--- src/rtl/dmem_arbiter_pkg.sv ---
// Shared types and constants for the data-memory arbiter slice.
package Dmem_arb_types;

  localparam int unsigned CNT_WIDTH = 4;

  typedef enum logic {LS_PRIO, EXT_BURST} Arb_state;

  typedef enum logic [1:0] {OWNER_NONE, OWNER_LS, OWNER_EXT} Mem_owner;

  function automatic logic [CNT_WIDTH-1:0] sat_inc(input logic [CNT_WIDTH-1:0] v,
                                                   input logic [CNT_WIDTH-1:0] lim);
    return (v >= lim) ? lim : v + 1'b1;
  endfunction

endpackage

--- src/rtl/dmem_arbiter_return_tracker.sv ---
// Remembers who owned memory last cycle and steers the 1-cycle-late read data.
module dmem_return_tracker
  import Dmem_arb_types::*;
#(
  parameter int unsigned DATA_WIDTH = 32
) (
  input  logic                  clk,
  input  logic                  reset,
  input  logic                  i_ls_gnt,
  input  logic                  i_ext_gnt,
  input  logic                  i_we,
  input  logic [DATA_WIDTH-1:0] i_mem_rdata,
  output logic                  o_ext_rvalid,
  output logic [DATA_WIDTH-1:0] o_ext_rdata,
  output logic [DATA_WIDTH-1:0] o_ls_rdata
);

  Mem_owner r_owner;
  logic     r_rd;

  always_ff @(posedge clk) begin
    if (reset) begin
      r_owner <= OWNER_NONE;
      r_rd    <= 1'b0;
    end else begin
      if (i_ext_gnt)     r_owner <= OWNER_EXT;
      else if (i_ls_gnt) r_owner <= OWNER_LS;
      else               r_owner <= OWNER_NONE;
      r_rd <= (i_ext_gnt | i_ls_gnt) & ~i_we;
    end
  end

  always_comb begin
    o_ext_rvalid = (r_owner == OWNER_EXT) & r_rd;
    o_ext_rdata  = o_ext_rvalid ? i_mem_rdata : '0;
    // ls return is gated by ownership only; the pipeline knows whether it issued a read
    o_ls_rdata   = (r_owner == OWNER_LS) ? i_mem_rdata : '0;
  end

endmodule

--- src/rtl/dmem_arbiter.sv ---
// Arbitrates the single-ported data memory between load/store and an external port,
// with starvation forcing and bounded locked bursts for the external side.
module dmem_arbiter
  import Dmem_arb_types::*;
#(
  parameter int unsigned ADDR_WIDTH = 10,
  parameter int unsigned DATA_WIDTH = 32,
  parameter int unsigned MAX_STARVE = 4,
  parameter int unsigned MAX_BURST  = 8
) (
  input  logic                  clk,
  input  logic                  reset,
  input  logic                  ls_en,
  input  logic                  ls_we,
  input  logic [ADDR_WIDTH-1:0] ls_addr,
  input  logic [3:0]            ls_be,
  input  logic [DATA_WIDTH-1:0] ls_wdata,
  output logic                  ls_stall,
  output logic [DATA_WIDTH-1:0] ls_rdata,
  input  logic                  ext_req,
  input  logic                  ext_lock,
  input  logic                  ext_we,
  input  logic [ADDR_WIDTH-1:0] ext_addr,
  input  logic [3:0]            ext_be,
  input  logic [DATA_WIDTH-1:0] ext_wdata,
  output logic                  ext_gnt,
  output logic                  ext_rvalid,
  output logic [DATA_WIDTH-1:0] ext_rdata,
  output logic                  mem_en,
  output logic                  mem_we,
  output logic [ADDR_WIDTH-1:0] mem_addr,
  output logic [3:0]            mem_be,
  output logic [DATA_WIDTH-1:0] mem_wdata,
  input  logic [DATA_WIDTH-1:0] mem_rdata
);

  localparam logic [CNT_WIDTH-1:0] STARVE_LIM = CNT_WIDTH'(MAX_STARVE);
  localparam logic [CNT_WIDTH-1:0] BURST_LIM  = CNT_WIDTH'(MAX_BURST);

  Arb_state               r_state, w_state_nxt;
  logic [CNT_WIDTH-1:0]   r_starve, w_starve_nxt;
  logic [CNT_WIDTH-1:0]   r_burst, w_burst_nxt, w_burst_inc;
  logic                   w_ext_gnt, w_ls_gnt;

  always_ff @(posedge clk) begin
    if (reset) begin
      r_state  <= LS_PRIO;
      r_starve <= '0;
      r_burst  <= '0;
    end else begin
      r_state  <= w_state_nxt;
      r_starve <= w_starve_nxt;
      r_burst  <= w_burst_nxt;
    end
  end

  always_comb begin
    w_ext_gnt   = 1'b0;
    w_state_nxt = r_state;
    w_burst_nxt = r_burst;
    w_burst_inc = r_burst + 1'b1;
    case (r_state)
      LS_PRIO: begin
        w_ext_gnt = ext_req & (~ls_en | (r_starve == STARVE_LIM));
        if (w_ext_gnt && ext_lock && (MAX_BURST > 1)) begin
          w_state_nxt = EXT_BURST;
          w_burst_nxt = CNT_WIDTH'(1);
        end
      end
      EXT_BURST: begin
        w_ext_gnt = ext_req;
        if (!ext_req || !ext_lock || (w_burst_inc >= BURST_LIM)) begin
          w_state_nxt = LS_PRIO;
          w_burst_nxt = '0;
        end else begin
          w_burst_nxt = w_burst_inc;
        end
      end
      default: begin
        w_state_nxt = LS_PRIO;
        w_burst_nxt = '0;
      end
    endcase
    w_ls_gnt     = ls_en & ~w_ext_gnt;
    w_starve_nxt = (ext_req && !w_ext_gnt) ? sat_inc(r_starve, STARVE_LIM) : '0;
  end

  always_comb begin
    mem_en    = 1'b0;
    mem_we    = 1'b0;
    mem_addr  = '0;
    mem_be    = '0;
    mem_wdata = '0;
    if (w_ext_gnt) begin
      mem_en    = 1'b1;
      mem_we    = ext_we;
      mem_addr  = ext_addr;
      mem_be    = ext_be;
      mem_wdata = ext_wdata;
    end else if (w_ls_gnt) begin
      mem_en    = 1'b1;
      mem_we    = ls_we;
      mem_addr  = ls_addr;
      mem_be    = ls_be;
      mem_wdata = ls_wdata;
    end
  end

  assign ext_gnt  = w_ext_gnt;
  assign ls_stall = ls_en & ~w_ls_gnt;

  dmem_return_tracker #(
    .DATA_WIDTH(DATA_WIDTH)
  ) u_ret (
    .clk         (clk),
    .reset       (reset),
    .i_ls_gnt    (w_ls_gnt),
    .i_ext_gnt   (w_ext_gnt),
    .i_we        (mem_we),
    .i_mem_rdata (mem_rdata),
    .o_ext_rvalid(ext_rvalid),
    .o_ext_rdata (ext_rdata),
    .o_ls_rdata  (ls_rdata)
  );

endmodule

--- config.mk ---
export PLATFORM = sky130hd
export DESIGN_NAME = dmem_arbiter
export DESIGN_NICKNAME = d
export VERILOG_FILES = /design/src/rtl/dmem_arbiter_pkg.sv /design/src/rtl/dmem_arbiter_return_tracker.sv /design/src/rtl/dmem_arbiter.sv
export SDC_FILE = /design/constraint.sdc
export NUM_CORES = 1
export LEC_CHECK = 0
export CORE_AREA = 2 2 94 96
export DETAILED_ROUTE_END_ITERATION = 10
export DIE_AREA = 0 0 96 98
export GPL_TIMING_DRIVEN = 0
export PLACE_DENSITY = 0.74
export SLEW_MARGIN = 10
export SYNTH_ARGS = -nofsm -noshare
export SYNTH_HDL_FRONTEND = slang
export SYNTH_SLANG_ARGS = --single-unit
export TNS_END_PERCENT = 10
--- constraint.sdc ---
create_clock -name clk -period 2.27 [get_ports clk]
set_clock_uncertainty 0.05 [all_clocks]
set_input_delay 0.454 -clock clk [delete_from_list [all_inputs] [get_ports clk]]
set_output_delay 0.454 -clock clk [all_outputs]
set_load 0.03 [all_outputs]
Word-level counts from Yosys, hierarchy flattened
Cells that the tools add are included.
Operators by class
  equality and inequality tests: 4
  reductions and logical operators: 10
  bitwise operators: 13
  add/sub/neg operators: 2
  order comparisons: 2
  multiplexer cells: 22
Operator list (count)
  $mux W32: 4
  $mux W10: 2
  $mux W4: 4
  $add A4 B1 Y4 const B: 2
  $pmux W4 S2: 1
  $mux W1: 7
  $not A1 Y1: 6
  $and A1 B1 Y1: 5
  $eq A4 B3 Y1 const B: 1
  $ge A4 B3 Y1 const B: 1
  $ge A4 B4 Y1 const B: 1
  $pmux W1 S2: 2
  $reduce_or A2 Y1: 2
  $logic_not A1 Y1: 3
  $mux W3: 1
  $reduce_or A3 Y1: 1
  $eq A2 B1 Y1 const B: 1
  $eq A2 B2 Y1 const B: 1
  $logic_and A1 B1 Y1: 2
  $logic_or A1 B1 Y1: 2
  $mux W2: 1
  $ne A2 B2 Y1 const B: 1
  $or A1 B1 Y1: 2
Word-level totals
  word-level logic and storage cells: 60
  register bits: 12

Logic depth before layout (Yosys ltp)
Gate-level depths: netlist of the first run.
  word-level depth: 10
  depth in mapped cells: 7

Hierarchy
A second synthesis of the first run with hierarchy kept.
Second synthesis, totals
  cell total of the unflattened synthesis: 288
  area, all modules: 1781.7 um^2
By module, submodules not included
  dmem_arbiter: seq. area each 180.2 um^2, area an instance 1213.7 um^2, cells each 205, times used 1
  dmem_return_tracker: seq. area each 60.1 um^2, area an instance 568.0 um^2, cells each 83, times used 1

Worst setup path before layout of the first run
OpenSTA, ideal clock, no wires.
  kind: reg-to-output
  start: register r_starve[0]
  end: output port mem_addr[9]
  stages on the path, launching flop included: 7
  data arrival time: 1.690 ns
  required time: 1.766 ns
  path buffers: 1
  setup slack: 0.076 ns
  cell sequence: dfxtp_1 -> inv_1 -> ha_1 -> nand3b_4 -> a31oi_4 -> clkbuf_2 -> o21ai_0
Between the ends
  cells in the longest elaborated chain, start to end: 8
Ends and longest elaborated chain
  start, declared: RTL line dmem_arbiter.sv:41  | logic [CNT_WIDTH-1:0] r_starve, w_starve_nxt;
  start signal, assigned: RTL line dmem_arbiter.sv:52  | r_starve <= w_starve_nxt;
  $eq A4 B3 Y1 *: RTL line dmem_arbiter.sv:64  | w_ext_gnt = ext_req & (~ls_en | (r_starve == STARVE_LIM));
  $or A1 B1 Y1 *: RTL line dmem_arbiter.sv:64
  $and A1 B1 Y1 *: RTL line dmem_arbiter.sv:64
  $pmux W1 S2 *: RTL line dmem_arbiter.sv:62  | case (r_state)
  $not A1 Y1: RTL line dmem_arbiter.sv:84  | w_ls_gnt = ls_en & ~w_ext_gnt;
  $and A1 B1 Y1: RTL line dmem_arbiter.sv:84
  $mux W10: RTL line dmem_arbiter.sv:100  | end else if (w_ls_gnt) begin
  $mux W10 *: RTL line dmem_arbiter.sv:94  | if (w_ext_gnt) begin
  end, declared: RTL line dmem_arbiter.sv:31  | output logic [ADDR_WIDTH-1:0] mem_addr,
Mark *: on every way between the ends. The rest lies on a longest branch, timed or not.

Final worst setup path of the first run
  start: register r_starve[0]
  end: output port ls_stall
Between the ends
  cells in the longest elaborated chain, start to end: 8
Ends and longest elaborated chain
  $eq A4 B3 Y1: RTL line dmem_arbiter.sv:64
  $or A1 B1 Y1: RTL line dmem_arbiter.sv:64
  $and A1 B1 Y1: RTL line dmem_arbiter.sv:64
  $pmux W1 S2: RTL line dmem_arbiter.sv:62
  $not A1 Y1: RTL line dmem_arbiter.sv:84
  $and A1 B1 Y1: RTL line dmem_arbiter.sv:84
  $not A1 Y1: RTL line dmem_arbiter.sv:110  | assign ls_stall = ls_en & ~w_ls_gnt;
  $and A1 B1 Y1: RTL line dmem_arbiter.sv:110
  end, declared: RTL line dmem_arbiter.sv:18  | output logic ls_stall,
No other way between the ends.

==> metrics.cfg, run 1 <==
[outcome]
status = completed

[logic_synthesis]
netlist_area_sq_um = 1630
ys_ff_latch = 12
syn-instance-count = 283
synth_ff_type = dfxtp_1
ys_seq_area_share_pct = 14.7
ys_async_sr_fraction_pct = 0
syn_nets = 417
yosysUniqueCellTypes = 30
avgSynthCellArea_sq_um = 5.76
synth_warnings = 0
synth_edf_count = 0

[cells_and_area]
utilization_pct = 54.0
final_net_count = 676
antenna_cells = 0
synthToLayoutAreaGrowth_pct = 181
drive_gt1_share_pct = 25.9

[grt]
grt_pass1_wl_um = 13300
antenna_found_initial = 0
grt_max_degree = 11
grt_util_all_layers_pct = 17.9
grtUsageMet2_pct = 36.0
first_global_vias = 2676
grt_use_met3_pct = 4.71
overflow = 0
gr-max-usage-layer = met2
grt.met1_usage_pct = 17.0

[worst_setup_path]
reg2regPathDepth = 8
r2r-end = r_burst[2]$_SDFFE_PP0P_
rr_startpoint = r_starve[0]$_SDFF_PP0_
worstSetupEndpointType = primary output
start_kind = register
worstPathRequired_ns = 1.77
path_max_fanout = 7
crit_type = reg2out
r2r_slack_ns = 0.58
crit_arrival_ns = 1.76

[placed_design]
dp_hpwl_um = 7900
portBuffers = 244
gp_congestion = 0.832

[power_and_ir_drop]
power_density_nw_per_um2 = 295
leakagePower_nw = 2.22
peakVddDrop_v = 0.000173

[timing]
fin_crit_sh_pct = 99.9
hold_violations = 0
rsz0062_at_grt = true
setup_tns_ns = 0
slew_violations = 0
finalSetupViolCount = 0
period_minus_slack_ns = 2.27
timing.fmax_mhz = 441

[die]
die_y_um = 98
ios = 246
die_w_um = 96
start_util_pct = 19.3
core_area_sq_um = 8470
row_count = 34
dieArea_sq_um = 9410

[clock_tree]
clock-sinks = 12
cts_root_buf = clkbuf_8
clk-insertion-delay-late_ns = 0.24
cts_max_level = 1
hold_buffers = 0
cts_made_buffers = 3
path_clk_slew_ns = 0.05
cts_tree = built
cts_max_path_buffers = 2

[detailed_routing]
route.detailed.drc = 0
drtIter0Drc = 56
drtPass1Iterations = 4
wirelength_um = 9250
viasPerCell = 4.38
num_vias = 2842
drt-wirelength-per-cell_um = 14.3
ant_nets = 0

[hold_path]
min_from = r_starve[3]$_SDFF_PP0_
min_delay_path_depth = 1
min_path_type = reg2reg
min_to = r_starve[1]$_SDFF_PP0_

[run]
cap_violations = 0

==> worst max-delay path, cell delays in order, from the launching register on <==
cell	delay, ns
dfxtp_2	0.32
inv_2	0.06
ha_4	0.14
nand3b_4	0.09
a31oi_4	0.27
clkbuf_16	0.23
clkbuf_16	0.15
and2_4	0.14
buf_6	0.12
==> placed cells by master, fill, tap and decap left out, drive strengths merged, types with 2 or more instances in the layout <==
cell type and count:
and2 66, buf 67, nor4 2, inv 5, nand2 96, clkdlybuf4s50 130
a21oi 2, dlygate4sd2 46, nor2 5, clkbuf 23, ha 3, o21ai 48
clkdlybuf4s15 11, o31ai 2, dfxtp 12, dlymetal6s2s 3, nor2b 2, nor3 3
==> flip-flops by register name, summed over array words and instances, names as in the netlist <==
signal / flops
r_burst: 4
r_starve: 4
u_ret.r_owner: 2
r_state: 1
u_ret.r_rd: 1
==> worst max path at each step <==
stage                               end                    from  slack, ns  cells after the start
after CTS                 mem_wdata[24]  r_starve[1]$_SDFF_PP0_      -0.04                      9
after floorplan             mem_addr[9]  r_starve[0]$_SDFF_PP0_       0.08                      6
final                          ls_stall  r_starve[0]$_SDFF_PP0_      0.002                      8
after global routing       mem_wdata[1]  r_starve[0]$_SDFF_PP0_      -0.08                      9
after detailed placement    mem_addr[9]                 ext_req      -0.89                      7
after global placement     mem_wdata[0]                 ext_req      -0.85                      7
==> cell families (layout without fill, tap and decap cells) <==
group,Yosys count,count (layout),synth area share [%]
AND/OR/NAND/NOR,183,183,55.6
XOR/XNOR,1,1,0.537
adder cells (fa/ha/maj),3,3,2.30
buffers and inverters,27,285,7.14
flip-flops,12,12,14.7
other,1,1,0.230
AO/OA/AOI/OAI,56,56,19.4
==> cell usage after synthesis, types with 2 or more instances <==
| cell type | instances | area (sq um) |
|---|---|---|
| buf_2 | 7 | 35.0 |
| nor3_1 | 3 | 15.0 |
| clkbuf_1 | 10 | 37.5 |
| dfxtp_1 | 12 | 240 |
| o21ai_0 | 48 | 240 |
| a21oi_1 | 2 | 10.0 |
| clkbuf_2 | 5 | 25.0 |
| ha_1 | 3 | 37.5 |
| inv_1 | 5 | 18.8 |
| nor4_1 | 2 | 12.5 |
| and2_1 | 66 | 413 |
| nor2_1 | 5 | 18.8 |
| nand2_1 | 96 | 360 |
| o31ai_1 | 2 | 15.0 |
| nor2b_1 | 2 | 12.5 |
==> area by class of cell <==
type	instances	area [sq um]
Timing Repair Buffer	254	2460
Fill cell	821	3890
Inverter	5	18.8
Multi-Input combinational cell	244	1440
Clock buffer	4	55.1
Sequential cell	12	243
Tap cell	108	135
Buffer	22	221
==> what timing repair did <==
item / in CTS / in global routing
pin swaps: 2 / 4
endpoints found under the setup margin: 111 / 91
resized for setup: 437 / 145
setup buffers: 3 / 3
gates cloned: 2 / 2
==> power breakdown <==
group	internal (mW)	total, mW	switching, mW
clock	0.153	0.235	0.0814
combinational	0.454	0.892	0.438
sequential	0.218	0.223	0.00495
==> through the flow <==
stage	instance area [sq um]	hold slack, ns	total power [mW]	setup slack (ns)	instances
final	4580	0.435	1.35	0.00245	649
after CTS	4260	0.431	1.27	-0.0366	644
after global routing	4580	0.439	1.42	-0.0779	649
after global placement	4210	0.389	1.03	-0.854	635
after floorplan	1630	0.378	0.571	0.0761	283
after detailed placement	4210	0.420	1.04	-0.894	635
==> layer usage <==
| layer | up-vias | part of all wire (%) |
|---|---|---|
| met5 | - | 0 |
| met4 | 0 | 2.7 |
| met3 | 19 | 11 |
| met2 | 169 | 54 |
| met1 | 1225 | 33 |
| li1 | 1429 | - |
(Power assumes the default switching activity.)
==> run 2, diff against run 1 <==
- RECOVER_POWER: default -> 100
==> metrics.cfg, run 2 (synthesis results as in run 1) <==
[placed_design]
pre_cts_slack_ns = -0.894  ; unchanged
portBuffers = 244  ; unchanged
place_inst = 635  ; unchanged
gp_congestion = 0.832  ; unchanged
placed_area_sq_um = 4210  ; unchanged
dp_hpwl_um = 7900  ; unchanged

[die]
ios = 246  ; unchanged
start_util_pct = 19.3  ; unchanged
dieArea_sq_um = 9410  ; unchanged
row_count = 34  ; unchanged
die_y_um = 98  ; unchanged
die_w_um = 96  ; unchanged
core_area_sq_um = 8470  ; unchanged

[power_and_ir_drop]
leakagePower_nw = 2.22  ; about the same
power_density_nw_per_um2 = 295  ; about the same
peakVddDrop_v = 0.000172  ; about the same

[detailed_routing]
num_vias = 2842  ; unchanged
route.detailed.drc = 0  ; unchanged
drt-wirelength-per-cell_um = 14.3  ; about the same
drtIter0Drc = 56  ; unchanged
ant_nets = 0  ; unchanged
viasPerCell = 4.38  ; unchanged
drtPass1Iterations = 4  ; unchanged
wirelength_um = 9250  ; about the same

[worst_setup_path]
worstPathRequired_ns = 1.77  ; about the same
crit_chain = inv_2, ha_4, nand3b_4, a31oi_4, clkbuf_16, clkbuf_16, and2_4, buf_6
rr_startpoint = r_starve[0]$_SDFF_PP0_
max_stage_delay_ns = 0.32  ; about the same
crit_start = r_starve[0]$_SDFF_PP0_
cp.buffers_inverters = 4  ; unchanged
crit_family = buffers and inverters
crit_arrival_ns = 1.76  ; about the same
worstSetupEndpointType = primary output
start_kind = register
cpMaxStageDelayCell = dfxtp_2
crit_top_cell = clkbuf_16
path_max_fanout = 7  ; unchanged
crit_type = reg2out

[cells_and_area]
final_net_count = 676  ; unchanged
multi_input_area_sq_um = 1440  ; unchanged
final_cell_mix = 129 x clkdlybuf4s50_1, 76 x nand2_1, 65 x and2_1, 46 x dlygate4sd2_1, 34 x buf_4
layoutNonFillerInstCount = 649  ; unchanged
antenna_cells = 0  ; unchanged
num-fill-cells = 821  ; unchanged
mostFrequentLayoutCell = clkdlybuf4s50_1
ff_latch_area_sq_um = 243  ; unchanged
reg_top3 = r_burst (4), r_starve (4), u_ret.r_owner (2)
drive_gt1_share_pct = 25.9  ; unchanged
design_area_sq_um = 4580  ; unchanged
synthToLayoutAreaGrowth_pct = 181  ; unchanged

[grt]
grt_max_degree = 11  ; unchanged
antenna_found_initial = 0  ; unchanged
grt_util_all_layers_pct = 17.9  ; unchanged
first_global_vias = 2676  ; unchanged
grt_pass1_wl_um = 13300  ; unchanged
overflow = 0  ; unchanged

[timing]
slew_violations = 0  ; unchanged
hold_violations = 0  ; unchanged
rsz0062_at_grt = true
setup_tns_ns = 0  ; unchanged
fin_crit_sh_pct = 99.9  ; unchanged
timing.fmax_mhz = 441  ; unchanged
layout_setup_ws_ns = 0.00245  ; unchanged
period_minus_slack_ns = 2.27  ; unchanged
finalSetupViolCount = 0  ; unchanged

[hold_path]
min_path_type = reg2reg
min_from = r_starve[3]$_SDFF_PP0_

[clock_tree]
cts_tree = built
clock-sinks = 12  ; unchanged
hold_buffers = 0  ; unchanged
path_clk_slew_ns = 0.05  ; about the same
cts_root_buf = clkbuf_8
clk-insertion-delay-late_ns = 0.24  ; about the same
cts_max_path_buffers = 2  ; unchanged
cts_made_buffers = 3  ; unchanged
cts_max_level = 1  ; unchanged

[outcome]
status = completed

[run]
cap_violations = 0  ; unchanged

## run 2: cell count changes in the layout (fill, tap and decap cells not counted)
cell and change:
clkdlybuf4s50_1 -1, dlygate4sd3_1 +1
## run 2: final cells by class
type | count | area share, %
Timing Repair Buffer | 254 | 53.8
Multi-Input combinational cell | 244 | 31.4
Tap cell | 108 | 2.95
Clock buffer | 4 | 1.20
Sequential cell | 12 | 5.30
Inverter | 5 | 0.410
Buffer | 22 | 4.84
## run 2: stage by stage
stage | hold WS [ns] | total power [mW] | util (%)
finish | 0.435 | 1.35 | 54.0
global placement | 0.389 | 1.03 | 49.7
CTS | 0.431 | 1.27 | 50.3
global route | 0.439 | 1.42 | 54.0
floorplan | 0.378 | 0.571 | -
detailed placement | 0.420 | 1.04 | 49.7
## run 2: power by group
part	internal (mW)	total, mW	switching [mW]
Sequential	0.218	0.223	0.00495
Combinational	0.454	0.892	0.438
Clock	0.153	0.235	0.0814
## run 2: layer usage
metal / up-vias / part of all wire (%) / GRT usage (%)
met5: - / 0 / 0
met4: 0 / 2.7 / 5.05
met3: 19 / 11 / 4.71
met2: 169 / 54 / 36.0
met1: 1225 / 33 / 17.0
li1: 1429 / - / -
## run 2: repair_timing
action                                  in CTS  in global routing
setup buffers                                3                  3
resized for setup                          437                145
pin swaps                                    2                  4
cloned                                       2                  2
endpoints found under the setup margin     111                 91
## run 2: final timing paths
check	to	slack, ns	cells past startpoint
setup / recovery	ls_stall	0.002	8
hold / removal	r_starve[1]$_SDFF_PP0_	0.44	1
setup reg to reg	r_burst[2]$_SDFFE_PP0P_	0.58	8
hold reg to reg	r_starve[1]$_SDFF_PP0_	0.44	1
